[src/rtl/mem_uart_tx.sv]
// rtl/mem_uart_tx.sv - memory-mapped 8N1 UART transmitter with TX FIFO
//
// Purpose: CPU native-bus peripheral that queues bytes in a small FIFO and
// serialises them on o_txd as 8N1 frames (start 0, 8 data bits LSB first,
// stop 1), with a programmable bit divider.
//
// Ports:
//   clk            clock, all state on rising edge
//   resetn         synchronous active-low reset
//   i_sel          address decode hit for this peripheral
//   i_mem_valid    bus request valid, held until o_mem_ready
//   i_mem_addr     word offset: 0 DATA, 1 STATUS, 2 DIV, 3 reserved
//   i_mem_wdata    write data
//   i_mem_wstrb    byte strobes, 0 means read
//   o_mem_rdata    read data, valid with o_mem_ready, else 0
//   o_mem_ready    registered single-cycle completion pulse
//   o_txd          registered serial output, idle high

module mem_uart_tx #(
  parameter int DIV_RESET  = 234,
  parameter int FIFO_DEPTH = 8
) (
  input  logic        clk,
  input  logic        resetn,
  input  logic        i_sel,
  input  logic        i_mem_valid,
  input  logic [1:0]  i_mem_addr,
  input  logic [31:0] i_mem_wdata,
  input  logic [3:0]  i_mem_wstrb,
  output logic [31:0] o_mem_rdata,
  output logic        o_mem_ready,
  output logic        o_txd
);

  localparam int          AW         = $clog2(FIFO_DEPTH);
  localparam logic [AW:0] FULL_COUNT = (AW+1)'(FIFO_DEPTH);
  localparam logic [15:0] DIV_INIT   = 16'(DIV_RESET);

  typedef enum logic [1:0] {S_IDLE, S_START, S_DATA, S_STOP} state_t;

  state_t        r_state, w_state_nxt;
  logic [15:0]   r_cnt, w_cnt_nxt;
  logic [2:0]    r_idx, w_idx_nxt;
  logic [7:0]    r_shift, w_shift_nxt;
  logic          r_txd, w_txd_nxt;
  logic [15:0]   r_div;
  logic [7:0]    r_fifo [FIFO_DEPTH];
  logic [AW-1:0] r_wptr, r_rptr;
  logic [AW:0]   r_count;
  logic          r_mem_ready;
  logic [31:0]   r_mem_rdata;

  logic          w_full, w_empty, w_tick, w_pop;
  logic          w_req, w_wr, w_push_req, w_push, w_done;
  logic [7:0]    w_head;
  logic [31:0]   w_status, w_rdata;
  logic          w_unused;

  assign w_full   = (r_count == FULL_COUNT);
  assign w_empty  = (r_count == '0);
  assign w_head   = r_fifo[r_rptr];
  assign w_tick   = (r_cnt == 16'd0);
  assign w_unused = ^i_mem_wdata[31:16];

  // Bus side: a request is taken only while no completion is pending.
  assign w_req      = i_sel && i_mem_valid && !r_mem_ready;
  assign w_wr       = |i_mem_wstrb;
  assign w_push_req = w_req && (i_mem_addr == 2'd0) && i_mem_wstrb[0];
  // A pop on the same edge frees the slot, so a full FIFO can still accept.
  assign w_push     = w_push_req && (!w_full || w_pop);
  assign w_done     = w_req && !(w_push_req && !w_push);

  assign w_status = {17'd0, 7'(r_count), 5'd0, (r_state != S_IDLE), w_empty, w_full};

  always_comb begin
    w_rdata = 32'd0;
    if (!w_wr) begin
      case (i_mem_addr)
        2'd1:    w_rdata = w_status;
        2'd2:    w_rdata = {16'd0, r_div};
        default: w_rdata = 32'd0;
      endcase
    end
  end

  // Transmit FSM. The counter reloads from r_div only at bit boundaries, so a
  // DIV write never stretches or shortens the bit currently on the wire.
  always_comb begin
    w_state_nxt = r_state;
    w_cnt_nxt   = r_cnt;
    w_idx_nxt   = r_idx;
    w_shift_nxt = r_shift;
    w_txd_nxt   = r_txd;
    w_pop       = 1'b0;
    case (r_state)
      S_IDLE: begin
        w_txd_nxt = 1'b1;
        if (!w_empty) begin
          w_state_nxt = S_START;
          w_pop       = 1'b1;
          w_shift_nxt = w_head;
          w_cnt_nxt   = r_div;
          w_txd_nxt   = 1'b0;
        end
      end
      S_START: begin
        if (w_tick) begin
          w_state_nxt = S_DATA;
          w_idx_nxt   = 3'd0;
          w_cnt_nxt   = r_div;
          w_txd_nxt   = r_shift[0];
        end else begin
          w_cnt_nxt = r_cnt - 16'd1;
        end
      end
      S_DATA: begin
        if (w_tick) begin
          w_cnt_nxt = r_div;
          if (r_idx == 3'd7) begin
            w_state_nxt = S_STOP;
            w_txd_nxt   = 1'b1;
          end else begin
            w_idx_nxt   = r_idx + 3'd1;
            w_shift_nxt = {1'b0, r_shift[7:1]};
            w_txd_nxt   = r_shift[1];
          end
        end else begin
          w_cnt_nxt = r_cnt - 16'd1;
        end
      end
      S_STOP: begin
        if (w_tick) begin
          if (!w_empty) begin
            // Back-to-back frame: straight into START with no idle bit.
            w_state_nxt = S_START;
            w_pop       = 1'b1;
            w_shift_nxt = w_head;
            w_cnt_nxt   = r_div;
            w_txd_nxt   = 1'b0;
          end else begin
            w_state_nxt = S_IDLE;
            w_txd_nxt   = 1'b1;
          end
        end else begin
          w_cnt_nxt = r_cnt - 16'd1;
        end
      end
      default: w_state_nxt = S_IDLE;
    endcase
  end

  always_ff @(posedge clk) begin
    if (!resetn) begin
      r_state     <= S_IDLE;
      r_cnt       <= 16'd0;
      r_idx       <= 3'd0;
      r_shift     <= 8'd0;
      r_txd       <= 1'b1;
      r_div       <= DIV_INIT;
      r_wptr      <= '0;
      r_rptr      <= '0;
      r_count     <= '0;
      r_mem_ready <= 1'b0;
      r_mem_rdata <= 32'd0;
    end else begin
      r_state     <= w_state_nxt;
      r_cnt       <= w_cnt_nxt;
      r_idx       <= w_idx_nxt;
      r_shift     <= w_shift_nxt;
      r_txd       <= w_txd_nxt;
      r_mem_ready <= w_done;
      r_mem_rdata <= w_done ? w_rdata : 32'd0;
      if (w_push) r_wptr <= r_wptr + 1'b1;
      if (w_pop)  r_rptr <= r_rptr + 1'b1;
      case ({w_push, w_pop})
        2'b10:   r_count <= r_count + 1'b1;
        2'b01:   r_count <= r_count - 1'b1;
        default: r_count <= r_count;
      endcase
      if (w_req && w_wr && (i_mem_addr == 2'd2)) begin
        if (i_mem_wstrb[0]) r_div[7:0]  <= i_mem_wdata[7:0];
        if (i_mem_wstrb[1]) r_div[15:8] <= i_mem_wdata[15:8];
      end
    end
  end

  always_ff @(posedge clk) begin
    if (resetn && w_push) r_fifo[r_wptr] <= i_mem_wdata[7:0];
  end

  assign o_mem_ready = r_mem_ready;
  assign o_mem_rdata = r_mem_rdata;
  assign o_txd       = r_txd;

endmodule

[config.mk]
export PLATFORM = sky130hd
export DESIGN_NAME = mem_uart_tx
export DESIGN_NICKNAME = d
export VERILOG_FILES = /design/src/rtl/mem_uart_tx.sv
export SDC_FILE = /design/constraint.sdc
export NUM_CORES = 1
export LEC_CHECK = 0
export BUFFER_PORTS_ARGS = -buffer_cell sky130_fd_sc_hd__clkbuf_2
export CAP_MARGIN = 20
export CELL_PAD_IN_SITES_DETAIL_PLACEMENT = 1
export CELL_PAD_IN_SITES_GLOBAL_PLACEMENT = 2
export CORE_MARGIN = 3
export CORE_UTILIZATION = 39
export DETAILED_ROUTE_END_ITERATION = 10
export GPL_TIMING_DRIVEN = 0
export PLACE_DENSITY_LB_ADDON = 0.2
export SYNTH_ARGS = -nofsm -noshare
export SYNTH_HDL_FRONTEND = slang
export SYNTH_SLANG_ARGS = --single-unit
export TNS_END_PERCENT = 30
[constraint.sdc]
create_clock -name clk -period 3.41 [get_ports clk]
set_input_delay 1.023 -clock clk [delete_from_list [all_inputs] [get_ports clk]]
set_output_delay 1.023 -clock clk [all_outputs]
set_load 0.01 [all_outputs]
After elaboration in Yosys (flattened, before gate mapping)
Memories as Yosys holds them, arrays and structs flattened. A register that Yosys moved wholly into a read port is not among the register bits.
Cells that the tools add are included.
- register bits after elaboration: 89
- bits in latches: 0
- memory bits (writable): 64
- ROM bits: 0
- input port bits: 42
- output and inout bits: 34
- word-level logic and storage cells: 103
- memories: 1
- memories (name ; depth ; bits a word ; rd ports ; clocked after memory_dff ; write ports ; RTL line ; RTL):
    r_fifo ; 8 ; 8 ; 1 ; 1 ; 1 ; 47 ; logic [7:0] r_fifo [FIFO_DEPTH];
- add/subtract/negate cells: 6
- multiply operators: 0
- divide/modulo/power cells: 0
- magnitude comparators: 0
- eq/ne operators: 15
- shift operators: 0
- multiplexer cells: 35
- bitwise operators: 2
- reductions and logical operators: 32
- operators with widths (operator ; number):
    $mux W16 ; 3
    $pmux W16 S3 ; 1
    $mux W8 ; 4
    $pmux W16 S2 ; 1
    $pmux W8 S3 ; 1
    $logic_not A16 Y1 ; 1
    $sub A16 B1 Y16 const B ; 1
    $mux W3 ; 5
    $ne A2 B2 Y1 const B ; 6
    $logic_and A1 B1 Y1 ; 10
    $mux W1 ; 10
    $mux W2 ; 5
    $add A3 B1 Y3 const B ; 3
    $eq A2 B2 Y1 const B ; 4
    $pmux W2 S4 ; 1
    $pmux W4 S2 ; 1
    $reduce_and A4 Y1 ; 2
    $eq A2 B1 Y1 const B ; 3
    $pmux W3 S2 ; 1
    $reduce_bool A2 Y1 ; 3
    $reduce_or A6 Y1 ; 1
    $reduce_and A5 Y1 ; 1
    $add A4 B1 Y4 const B ; 1
    $eq A4 B4 Y1 const B ; 1
    14 further kinds ; 20

Depth between registers and ports, before layout
Gate-level depths: netlist of run 1.
- depth after elaboration: 12
- depth in mapped cells: 15
- depth with buffers taken out: 13

Least setup slack after synthesis of run 1
OpenSTA, ideal clock, no wires.
- path kind: flip-flop to flip-flop
- from: register r_cnt[2]
- to: register r_count[3]
- setup time: 0.072 ns
- arrival: 2.961 ns
- path slack: 0.378 ns
- stages on the path, launching flop included: 14
- cell sequence: dfxtp_1 -> or4_1 -> buf_2 -> or4_4 -> o2bb2a_4 -> buf_6 -> nand2b_1 -> inv_1 -> ha_1 -> a21o_1 -> a21oi_1 -> nand2_1 -> mux2i_1 -> mux2i_1
- longest elaborated chain between the ends: 7
- elaborated cells between the ends (all ways): 9
- those cells by class: eq/ne: 2; mux: 3; reduce/logical: 4
- ends and longest elaborated chain (what ; RTL line ; RTL):
    start, declared ; 42 ; logic [15:0] r_cnt, w_cnt_nxt;
    start signal, assigned ; 167 ; r_cnt <= w_cnt_nxt;
    $logic_not A16 Y1 * ; 62 ; assign w_tick = (r_cnt == 16'd0);
    $mux W1 * ; 132 ; if (w_tick) begin
    $pmux W1 S2 * ; 95 ; case (r_state)
    $logic_or A1 B1 Y1 ; 70 ; assign w_push = w_push_req && (!w_full || w_pop);
    $logic_and A1 B1 Y1 ; 70 ;
    $eq A2 B1 Y1 or $eq A2 B2 Y1 (tied branches) ; 175 ; case ({w_push, w_pop})
    $pmux W4 S2 or $reduce_bool A2 Y1 (tied branches) ; -- ;
    end signal, assigned ; 176 ; 2'b10: r_count <= r_count + 1'b1;
    end signal, assigned ; 177 ; 2'b01: r_count <= r_count - 1'b1;
    end signal, assigned ; 178 ; default: r_count <= r_count;
    end, declared ; 49 ; logic [AW:0] r_count;
Mark *: on every way between the ends. The rest lies on a longest branch, timed or not.
A chain may end at the register's enable or synchronous reset.

Worst setup path after layout of run 1
Ends and elaborated chain as after synthesis.

==> results of run 1 <==
[cells by family (layout without fill, tap and decap cells)]
kind of cell	Yosys count	count (layout)	share of synthesized area, %
simple gates	177	177	13.22
compound gates	115	115	11.62
mux	66	66	13.39
other cells	1	16	0.05654
flops	140	140	51.91
buf+inv	68	148	5.338
xor+xnor	10	10	1.321
fa+ha+maj	16	16	3.131
[flip-flops by register name (all words and copies together) (netlist names), 2 cells and up, named ones only]
register	flops
r_shift	8
r_fifo	64
r_count	4
r_state	2
r_rptr	3
r_wptr	3
r_idx	3
r_div	16
o_mem_rdata	16
r_cnt	16
[power groups by stage]
| stage | Clock, mW | Combinational, mW | Sequential (mW) |
|---|---|---|---|
| 5_1_grt | 1.96 | 2.57 | 1.99 |
| 6_report | 1.86 | 2.35 | 1.98 |
| 2_1_floorplan | 0 | 1.68 | 1.97 |
| 4_1_cts | 1.90 | 2.31 | 1.97 |
| 3_5_place_dp | 0 | 2.28 | 2.01 |
| 3_3_place_gp | 0 | 2.20 | 2.00 |
[routing by layer]
metal  vias up  track usage [%]
li1       2323                -
met1      2462            25.72
met3        19            3.886
met4         0            6.607
met5         -                0
met2        62            37.01
[synth_stat cells (all sizes together) (2+ instances only)]
cell,number
nand2,64
edfxtp,64
and3,19
a21oi,19
nand2b,5
a211o,2
o21ai,39
and2,3
nand3,13
buf,27
mux2,12
o211ai,2
mux4,16
xnor2,7
or3,8
a31oi,4
xor2,3
nor3,7
clkbuf,23
or2,2
nand4,3
dfxtp,76
a211oi,2
nor4,6
inv,18
or4,8
nor2,34
ha,15
mux2i,38
a311oi,2
o31ai,3
a22oi,7
a21o,12
a32o,8
o22ai,2
a221oi,2
[per-stage QoR]
| stage | setup TNS (ns) | total power, mW |
|---|---|---|
| 4_1_cts | 0 | 6.185 |
| 5_1_grt | 0 | 6.529 |
| 2_1_floorplan | 0 | 3.653 |
| 3_3_place_gp | -4.841 | 4.195 |
| 6_report | 0 | 6.181 |
| 3_5_place_dp | 0 | 4.287 |
[worst register-to-register path, cell delays in order (launching register included)]
cell      delay [ns]
dfxtp_2         0.36
or4_1           0.53
buf_4           0.18
or4_4           0.46
o2bb2a_4        0.25
buf_6           0.15
nand2b_4        0.15
inv_1           0.08
ha_1            0.23
a21o_1          0.19
a21oi_2         0.14
nand2_1         0.07
mux2i_1         0.18
mux2i_1         0.20
[final cells by class]
cell class / instances / share of cell area [%]
well taps: 220 / 3.509
multi-input cells: 400 / 37.00
clock buffers: 25 / 6.603
flip-flops and latches: 140 / 43.92
repair buffers: 49 / 3.317
plain buffers: 49 / 3.716
inverters: 18 / 0.9091
clock inverters: 7 / 1.021
[repair_timing]
item                       in CTS  in global routing
buffers inserted                0                  2
setup endpoints to repair       1                  1
pin swaps                       0                  1
gates resized for setup         1                  8
[cell usage in the layout (no fill, tap or decap), types with 3 or more instances in the layout]
master / count
mux2_2: 12
and2_1: 3
buf_6: 5
a32o_1: 8
xnor2_1: 7
o31ai_1: 3
nand2b_1: 4
xor2_1: 3
nor3_1: 7
nand3_1: 13
nand4_1: 3
ha_1: 15
a21oi_1: 17
or4_1: 6
and3_1: 19
o21ai_1: 6
buf_4: 22
mux4_2: 16
clkinvlp_4: 3
or3_1: 8
nand2_1: 64
conb_1: 16
a21o_1: 12
clkbuf_2: 42
a31oi_1: 4
a22oi_1: 7
clkbuf_1: 26
buf_2: 4
nor4_1: 5
inv_1: 17
nor2_1: 34
edfxtp_1: 64
clkinv_4: 3
o21ai_0: 33
clkbuf_16: 19
dfxtp_1: 74
mux2i_1: 37
[worst max path at each step]
stage                     startpoint            to  slack (ns)  cells after the start
final                       r_cnt[2]    r_count[3]        0.18                     13
after global routing        r_cnt[2]    r_count[3]        0.03                     13
after CTS                   r_cnt[2]    r_count[3]        0.04                     13
after detailed placement    r_cnt[0]    r_count[3]        0.04                     15
after global placement        resetn  r_fifo[4][6]       -0.30                      4
after floorplan             r_cnt[2]    r_count[3]        0.38                     13
==> flow_metrics.env, run 1 <==
export IMPL_port_buffer_count=42
export IMPL_slowest_delay_ns=0.53
export IMPL_grt_pass1_wl_microns=29280
export IMPL_postSynthCellCount=593
export IMPL_grt_use_total_pct=20.90
export IMPL_layout_cells_non_filler=908
export IMPL_status="complete, no violations"
export IMPL_placed_cells_incl_taps=875
export IMPL_whs_path_depth=2
export IMPL_drt_wl_total_microns=18780
export IMPL_drv_slew=0
export IMPL_dr_max_layer_used="met4"
export IMPL_fmax_mhz=309.6
export IMPL_p_per_area_nw_per_um2=787.8
export IMPL_cp_required_ns=3.76
export IMPL_power_frac_comb_pct=38.0
export IMPL_cts_tree="done"
export IMPL_synth_main_ff_cell="dfxtp_1"
export IMPL_syn_area_per_cell_sq_um=11.18
export IMPL_nFillCells=1823
export IMPL_dr_first_iter_drc_count=306
export IMPL_seqPwrFrac_pct=32.0
export IMPL_cp_buffers_inverters=3
export IMPL_finalSetupViolCount=0
export IMPL_drt_antenna_violating_nets=0
export IMPL_globalRouteOverflowTotal=0
export IMPL_synth_area_leader_cell="edfxtp_1"
export IMPL_clockRootBuffer="clkbuf_16"
export IMPL_vias=4866
export IMPL_synth_area_leaders="edfxtp_1, dfxtp_1, mux2i_1, mux4_2, nand2_1"
export IMPL_hold_buffers=0
export IMPL_coreArea_sq_um=16640
export IMPL_r2r_slack_ns=0.18
export IMPL_cp_arrival_ns=3.58
export IMPL_die_h_microns=136.4
export IMPL_place_area_sq_um=7209
export IMPL_grt_antenna_before_repair=0
export IMPL_path_clk_slew_ns=0.06
export IMPL_syn_to_final_growth_pct=18.28
export IMPL_maxCapViolations=0
export IMPL_place_ws_ns=0.03787
export IMPL_min_path_type="reg -> reg"
export IMPL_ys_ff_latch=140
export IMPL_cts_buffers=17
export IMPL_wl_met1_microns=8286
export IMPL_timing_rr_start="r_cnt[2]"
export IMPL_switching_share_pct=35.60
export IMPL_maxSlewHeadroom_pct=42.71
export IMPL_crit_path_end_kind="flip-flop"
export IMPL_avgViaCountPerCell=5.359
export IMPL_hold_violations=0
export IMPL_grt_max_degree=17
export IMPL_rsz0062_at_grt="no"
export IMPL_crit_family="simple AND/OR/NAND/NOR gates"
export IMPL_ios=76
export IMPL_critPathKind="reg -> reg"
export IMPL_yosysWarnings=0
export IMPL_finalCriticalPeriod_ns=3.230
export IMPL_die_area_sq_um=18610
export IMPL_clockBufferDepth=2
export IMPL_htreeDepth=4
export IMPL_dr_wl_met2_microns=9742
export IMPL_clock_sinks=140
export IMPL_cpMostUsedCell="mux2i_1"
export IMPL_dr_wl_met3_microns=478
export IMPL_cp_start_kind="flip-flop"
export IMPL_holdWs_ns=0.4584
export IMPL_synth_seq_area_share_pct=51.91
export IMPL_routedWlPerCell_microns=20.68
export IMPL_initial_core_util_pct=39.85
export IMPL_clock_latency_ns=0.43
export IMPL_regArea_sq_um=3446
export IMPL_synth_area_sq_um=6633
export IMPL_intPower_mw=3.980
export IMPL_drive_above_1_share_pct=21.37
export IMPL_design_area_sq_um=7845
export IMPL_postLayoutCoreUtil_pct=47.14
export IMPL_yosysTopAreaCellShare_pct=28.98
export IMPL_die_w_microns=136.4
export IMPL_finalNetCount=733
export IMPL_place_congestion=0.8470
export IMPL_n_antenna_cell=0
export IMPL_clock_skew_final_ns=0.01182
export IMPL_ys_types=62
export IMPL_p_switching_mw=2.200
export IMPL_holdCritStartpoint="r_shift[2]"
export IMPL_grt_pass1_vias=5218
export IMPL_leakagePower_nw=3.173
export IMPL_peakVddDrop_mv=0.3882
export IMPL_clkPwrFrac_pct=30.0
export IMPL_route_detailed_drc=0
export IMPL_cpMaxStageDelayCell="or4_1"
export IMPL_drt_first_pass_iters=4
export IMPL_r2r_cells=13
export IMPL_hold_path_end="r_shift[2]"
export IMPL_cp_cell_sequence="or4_1 > buf_4 > or4_4 > o2bb2a_4 > buf_6 > nand2b_4 > inv_1 > ha_1 > a21o_1 > a21oi_2 > nand2_1 > mux2i_1 > mux2i_1"
export IMPL_synth_edff_count=64
export IMPL_rows=47
export IMPL_finalCritPeriodShare_pct=94.71
export IMPL_dp_hpwl_microns=13530
export IMPL_async_reset_ff_share_pct=0
export IMPL_crit_fanout=10
export IMPL_multi_input_area_sq_um=2903
export IMPL_timing_rr_end="r_count[3]"
export IMPL_tightestPinTransition_ns=0.8593
export IMPL_fin_ws_ns=0.1803
Note: power is estimated with default switching activity, not from simulation.
==> inputs of run 2 (changes only) <==
--- a/config.mk
+++ b/config.mk
@@ -10,7 +10,7 @@
 export CELL_PAD_IN_SITES_DETAIL_PLACEMENT = 1
 export CELL_PAD_IN_SITES_GLOBAL_PLACEMENT = 2
 export CORE_MARGIN = 3
-export CORE_UTILIZATION = 39
+export CORE_UTILIZATION = 40
 export DETAILED_ROUTE_END_ITERATION = 10
 export GPL_TIMING_DRIVEN = 0
 export PLACE_DENSITY_LB_ADDON = 0.2
==> constraint.sdc (replaced) <==
create_clock -name clk -period 3.8 [get_ports clk]
set_input_delay 1.14 -clock clk [delete_from_list [all_inputs] [get_ports clk]]
set_output_delay 1.14 -clock clk [all_outputs]
set_load 0.01 [all_outputs]
==> run 2 against run 1 <==
Compared with the run above:
- routed wire length shrank 2.1%
- count of clock-buffer cells in the layout shrank 8
- clock skew shrank 0.0035 ns
- critical endpoint unchanged
- largest cell class unchanged
==> flow_metrics.env, run 2 (synthesized netlist as in run 1, its figures left out) <==
export IMPL_postLayoutCoreUtil_pct=48.47
export IMPL_drv_slew=0
export IMPL_tightestPinTransition_ns=0.9751
export IMPL_globalRouteOverflowTotal=0
export IMPL_holdCritStartpoint="r_shift[7]"
export IMPL_clock_latency_ns=0.44
export IMPL_drt_antenna_violating_nets=0
export IMPL_finalCriticalPeriod_ns=3.445
export IMPL_final_common_cell="dfxtp_1"
export IMPL_largest_register_ffs=64
export IMPL_nFillCells=1748
export IMPL_coreArea_sq_um=16060
export IMPL_finalNetCount=732
export IMPL_dr_first_iter_drc_count=316
export IMPL_route_detailed_drc=0
export IMPL_grt_max_degree=17
export IMPL_finalSetupViolCount=0
export IMPL_avgViaCountPerCell=5.581
export IMPL_whs_path_depth=2
export IMPL_place_congestion=0.8388
export IMPL_status="complete, no violations"
export IMPL_intPower_mw=3.449
export IMPL_layout_common_cells="dfxtp_1, nand2_1, edfxtp_1, clkbuf_2, mux2i_1"
export IMPL_clockBufferDepth=2
export IMPL_crit_fanout=10
export IMPL_grt_antenna_before_repair=0
export IMPL_peakVddDrop_mv=0.3929
export IMPL_drt_first_pass_iters=5
export IMPL_min_path_type="reg -> reg"
export IMPL_syn_to_final_growth_pct=17.34
export IMPL_maxSlewHeadroom_pct=34.39
export IMPL_clockRootBuffer="clkbuf_16"
export IMPL_cts_buffers=17
export IMPL_p_switching_mw=2.047
export IMPL_power_frac_comb_pct=37.6
export IMPL_regMostFlops="r_fifo"
export IMPL_maxCapViolations=0
export IMPL_htreeDepth=4
export IMPL_drive_above_1_share_pct=20.82
export IMPL_cp_arrival_ns=3.81
export IMPL_place_area_sq_um=7197
export IMPL_p_per_area_nw_per_um2=706.1
export IMPL_cp_start_kind="flip-flop"
export IMPL_cts_resized_gates=0
export IMPL_grt_use_total_pct=20.99
export IMPL_ios=76
export IMPL_die_area_sq_um=18160
export IMPL_cp_required_ns=4.16
export IMPL_routedWlPerCell_microns=20.35
export IMPL_leakagePower_nw=3.157
export IMPL_die_h_microns=134.8
export IMPL_clkPwrFrac_pct=30.2
export IMPL_dp_hpwl_microns=13370
export IMPL_cts_tree="done"
export IMPL_port_buffer_count=42
export IMPL_drt_wl_total_microns=18380
export IMPL_hold_violations=0
export IMPL_crit_path_end_kind="flip-flop"
export IMPL_fmax_mhz=290.3
export IMPL_clock_skew_final_ns=0.008338
export IMPL_seqPwrFrac_pct=32.2
export IMPL_r2r_cells=15
export IMPL_vias=5040
export IMPL_timing_rr_start="r_cnt[0]"
export IMPL_cts_setup_buffers=0
export IMPL_grt_pass1_wl_microns=29000
export IMPL_die_w_microns=134.8
export IMPL_grt_pass1_vias=5195
export IMPL_switching_share_pct=37.24
export IMPL_finalCritPeriodShare_pct=90.65
export IMPL_n_antenna_cell=0
export IMPL_initial_core_util_pct=41.30
export IMPL_hold_buffers=0
export IMPL_setup_worst_path_start="r_cnt[0]"
export IMPL_rsz0062_at_grt="no"
export IMPL_clock_sinks=140
export IMPL_critPathKind="reg -> reg"
export IMPL_design_area_sq_um=7782
export IMPL_rows=46
export IMPL_path_clk_slew_ns=0.06
==> run 2: metal layers <==
metal / GRT usage, % / up-vias / wire, microns
met3: 3.875 / 21 / 765
met4: 6.278 / 0 / 243
met1: 30.08 / 2556 / 8773
li1: - / 2335 / -
met5: 0 / - / 0
met2: 32.63 / 128 / 8594
==> run 2: layout make-up <==
cell class | count | area (sq um) | area share [%]
flip-flops and latches | 140 | 3443 | 44.24
multi-input cells | 400 | 2892 | 37.15
clock buffers | 17 | 425.4 | 5.466
plain buffers | 50 | 286.5 | 3.682
well taps | 216 | 270.3 | 3.473
repair buffers | 47 | 242.7 | 3.119
clock inverters | 15 | 155.1 | 1.994
inverters | 18 | 67.56 | 0.8682
==> run 2: worst max-delay path: stages, from the launching register on <==
cell and delay (ns):
dfxtp_1 0.35, inv_1 0.10, ha_1 0.15, buf_2 0.25, inv_1 0.19, or4_4 0.60, o2bb2a_4 0.27, buf_6 0.15
nand2b_1 0.19, inv_1 0.11, ha_1 0.23, a21o_1 0.18, a21oi_1 0.16, nand2_1 0.07, mux2i_1 0.19, mux2i_1 0.19
==> run 2: power groups by stage <==
stage	clock (mW)	sequential [mW]	combinational, mW
after floorplan	0	1.77	1.51
after global placement	0	1.79	1.95
after detailed placement	0	1.80	2.02
after CTS	1.68	1.77	2.04
after global routing	1.75	1.79	2.25
final	1.66	1.77	2.07
==> run 2: worst paths after layout <==
kind | to | slack [ns]
min | r_shift[7] | 0.46
max reg2reg | r_count[3] | 0.36
max | r_count[3] | 0.36
min reg2reg | r_shift[7] | 0.46
==> run 2: through the flow <==
step                      setup TNS [ns]  cells  total power, mW  hold slack, ns  setup slack, ns
after floorplan                        0    608            3.278          0.4316           0.7595
after global placement           -0.3042    866            3.749          0.4399         -0.02019
after detailed placement               0    870            3.821          0.4547           0.3624
after CTS                              0    902            5.491          0.4637           0.3717
after global routing                   0    903            5.790          0.4849           0.1306
final                                  0    903            5.495          0.4581           0.3553
==> inputs of run 3 (changes only) <==
--- a/config.mk
+++ b/config.mk
@@ -13,7 +13,7 @@
 export CORE_UTILIZATION = 40
 export DETAILED_ROUTE_END_ITERATION = 10
 export GPL_TIMING_DRIVEN = 0
-export PLACE_DENSITY_LB_ADDON = 0.2
+export PLACE_DENSITY = 0.88
 export SYNTH_ARGS = -nofsm -noshare
 export SYNTH_HDL_FRONTEND = slang
 export SYNTH_SLANG_ARGS = --single-unit
==> run 3 against run 2 <==
Compared with the run above:
- count of clock-buffer cells in the layout up 1
- via count increased by 0.83%
- design area grew 0.16%
- non-clock buffer count unchanged
- largest power group unchanged
==> flow_metrics.env, run 3 (synthesized netlist as in run 1, its figures left out) <==
export IMPL_ios=76
export IMPL_layout_cells_non_filler=903
export IMPL_finalSetupViolCount=0
export IMPL_clockRootBuffer="clkbuf_16"
export IMPL_grt_max_degree=17
export IMPL_design_area_sq_um=7795
export IMPL_fmax_mhz=292.1
export IMPL_die_w_microns=134.8
export IMPL_coreArea_sq_um=16060
export IMPL_place_congestion=0.8842
export IMPL_finalCriticalPeriod_ns=3.423
export IMPL_cts_buffers=17
export IMPL_leakagePower_nw=3.156
export IMPL_dr_first_iter_drc_count=399
export IMPL_clock_sinks=140
export IMPL_globalRouteOverflowTotal=0
export IMPL_route_detailed_drc=0
export IMPL_critPathKind="reg -> reg"
export IMPL_status="complete, no violations"
export IMPL_rows=46
export IMPL_path_clk_slew_ns=0.06
export IMPL_drive_above_1_share_pct=20.52
export IMPL_drt_antenna_violating_nets=0
export IMPL_grt_pass1_wl_microns=29380
export IMPL_rsz0062_at_grt="no"
export IMPL_hold_buffers=0
export IMPL_maxCapViolations=0
export IMPL_layout_common_cells="dfxtp_1, nand2_1, edfxtp_1, clkbuf_2, mux2i_1"
export IMPL_die_area_sq_um=18160
export IMPL_cpMostUsedCell="inv_1"
export IMPL_min_path_type="reg -> reg"
export IMPL_tightestPinTransition_ns=0.9317
export IMPL_crit_family="simple AND/OR/NAND/NOR gates"
export IMPL_cp_arrival_ns=3.77
export IMPL_crit_fanout=10
export IMPL_port_buffer_count=42
export IMPL_final_common_cell="dfxtp_1"
export IMPL_crit_path_end_kind="flip-flop"
export IMPL_cpMaxStageDelayCell="or4_4"
export IMPL_drv_slew=0
export IMPL_place_area_sq_um=7197
export IMPL_dp_hpwl_microns=13340
export IMPL_cp_start_kind="flip-flop"
export IMPL_syn_to_final_growth_pct=17.53
export IMPL_cts_tree="done"
export IMPL_cts_setup_buffers=0
export IMPL_finalCritPeriodShare_pct=90.08
export IMPL_finalNetCount=732
export IMPL_initial_core_util_pct=41.30
export IMPL_grt_pass1_vias=5249
export IMPL_htreeDepth=4
export IMPL_n_antenna_cell=0
export IMPL_avgViaCountPerCell=5.628
export IMPL_clockBufferDepth=2
export IMPL_clock_skew_final_ns=0.007324
export IMPL_regMostFlops="r_fifo"
export IMPL_largest_register_ffs=64
export IMPL_grt_antenna_before_repair=0
export IMPL_clock_latency_ns=0.42
export IMPL_routedWlPerCell_microns=20.70
export IMPL_peakVddDrop_mv=0.3743
export IMPL_cts_resized_gates=0
export IMPL_cp_buffers_inverters=5
export IMPL_drt_first_pass_iters=5
export IMPL_grt_use_total_pct=21.07
export IMPL_slowest_delay_ns=0.59
export IMPL_placed_cells_incl_taps=871
export IMPL_cp_required_ns=4.15
export IMPL_maxSlewHeadroom_pct=37.37
export IMPL_cp_cell_sequence="inv_1 > ha_1 > buf_2 > inv_1 > or4_4 > o2bb2a_4 > buf_6 > nand2b_1 > inv_1 > ha_1 > a21o_1 > a21oi_1 > nand2_1 > mux2i_1 > mux2i_1"
export IMPL_drt_wl_total_microns=18700
export IMPL_p_per_area_nw_per_um2=707.9
export IMPL_vias=5082
export IMPL_die_h_microns=134.8
export IMPL_hold_violations=0
## run 3: per-stage QoR
step                total power, mW  util [%]  hold WS [ns]  setup WS (ns)  setup TNS [ns]
finish                        5.518     48.54        0.4633         0.3769               0
CTS                           5.521     48.54        0.4632         0.3849               0
floorplan                     3.278         -        0.4316         0.7595               0
global placement              3.721     44.65        0.4390       -0.02793         -0.3281
detailed placement            3.815     44.82        0.4493         0.3774               0
global route                  5.807     48.54        0.4837         0.1734               0
## run 3: tightest hold or removal path: cells and delay by family (launching register included)
family	cells	cell delay, ns
DFF	1	0.31
muxes	1	0.05
and+or+nand+nor	1	0.05
## run 3: path summary, 6_finish.rpt
path                            slack [ns]         end  depth (start not counted)       start
worst min register to register        0.46  r_shift[5]                          2  r_shift[5]
worst max-delay path                  0.38  r_count[3]                         15    r_cnt[0]
worst min-delay path                  0.46  r_shift[5]                          2  r_shift[5]
worst max register to register        0.38  r_count[3]                         15    r_cnt[0]
## run 3: final cells by class
| class | count | area [sq um] |
|---|---|---|
| fillers | 1765 | 8263 |
| flip-flops and latches | 140 | 3443 |
| multi-input cells | 400 | 2892 |
| clock buffers | 18 | 429.2 |
| plain buffers | 50 | 286.5 |
| well taps | 216 | 270.3 |
| repair buffers | 47 | 237.7 |
| clock inverters | 14 | 168.9 |
| inverters | 18 | 67.56 |
## run 3: report_power, final
part | total (mW) | switching (mW) | internal (mW) | leakage (nW)
Sequential | 1.78 | 0.112 | 1.66 | 1.19
Combinational | 2.05 | 1.19 | 0.858 | 1.68
Clock | 1.69 | 0.656 | 1.03 | 0.284
## run 3: metal layers
| layer | global-route usage, % | wire [microns] | vias up |
|---|---|---|---|
| li1 | - | - | 2334 |
| met1 | 28.31 | 8339 | 2558 |
| met2 | 35.05 | 9186 | 158 |
| met3 | 3.987 | 887 | 32 |
| met4 | 5.826 | 282 | 0 |
| met5 | 0 | 0 | - |
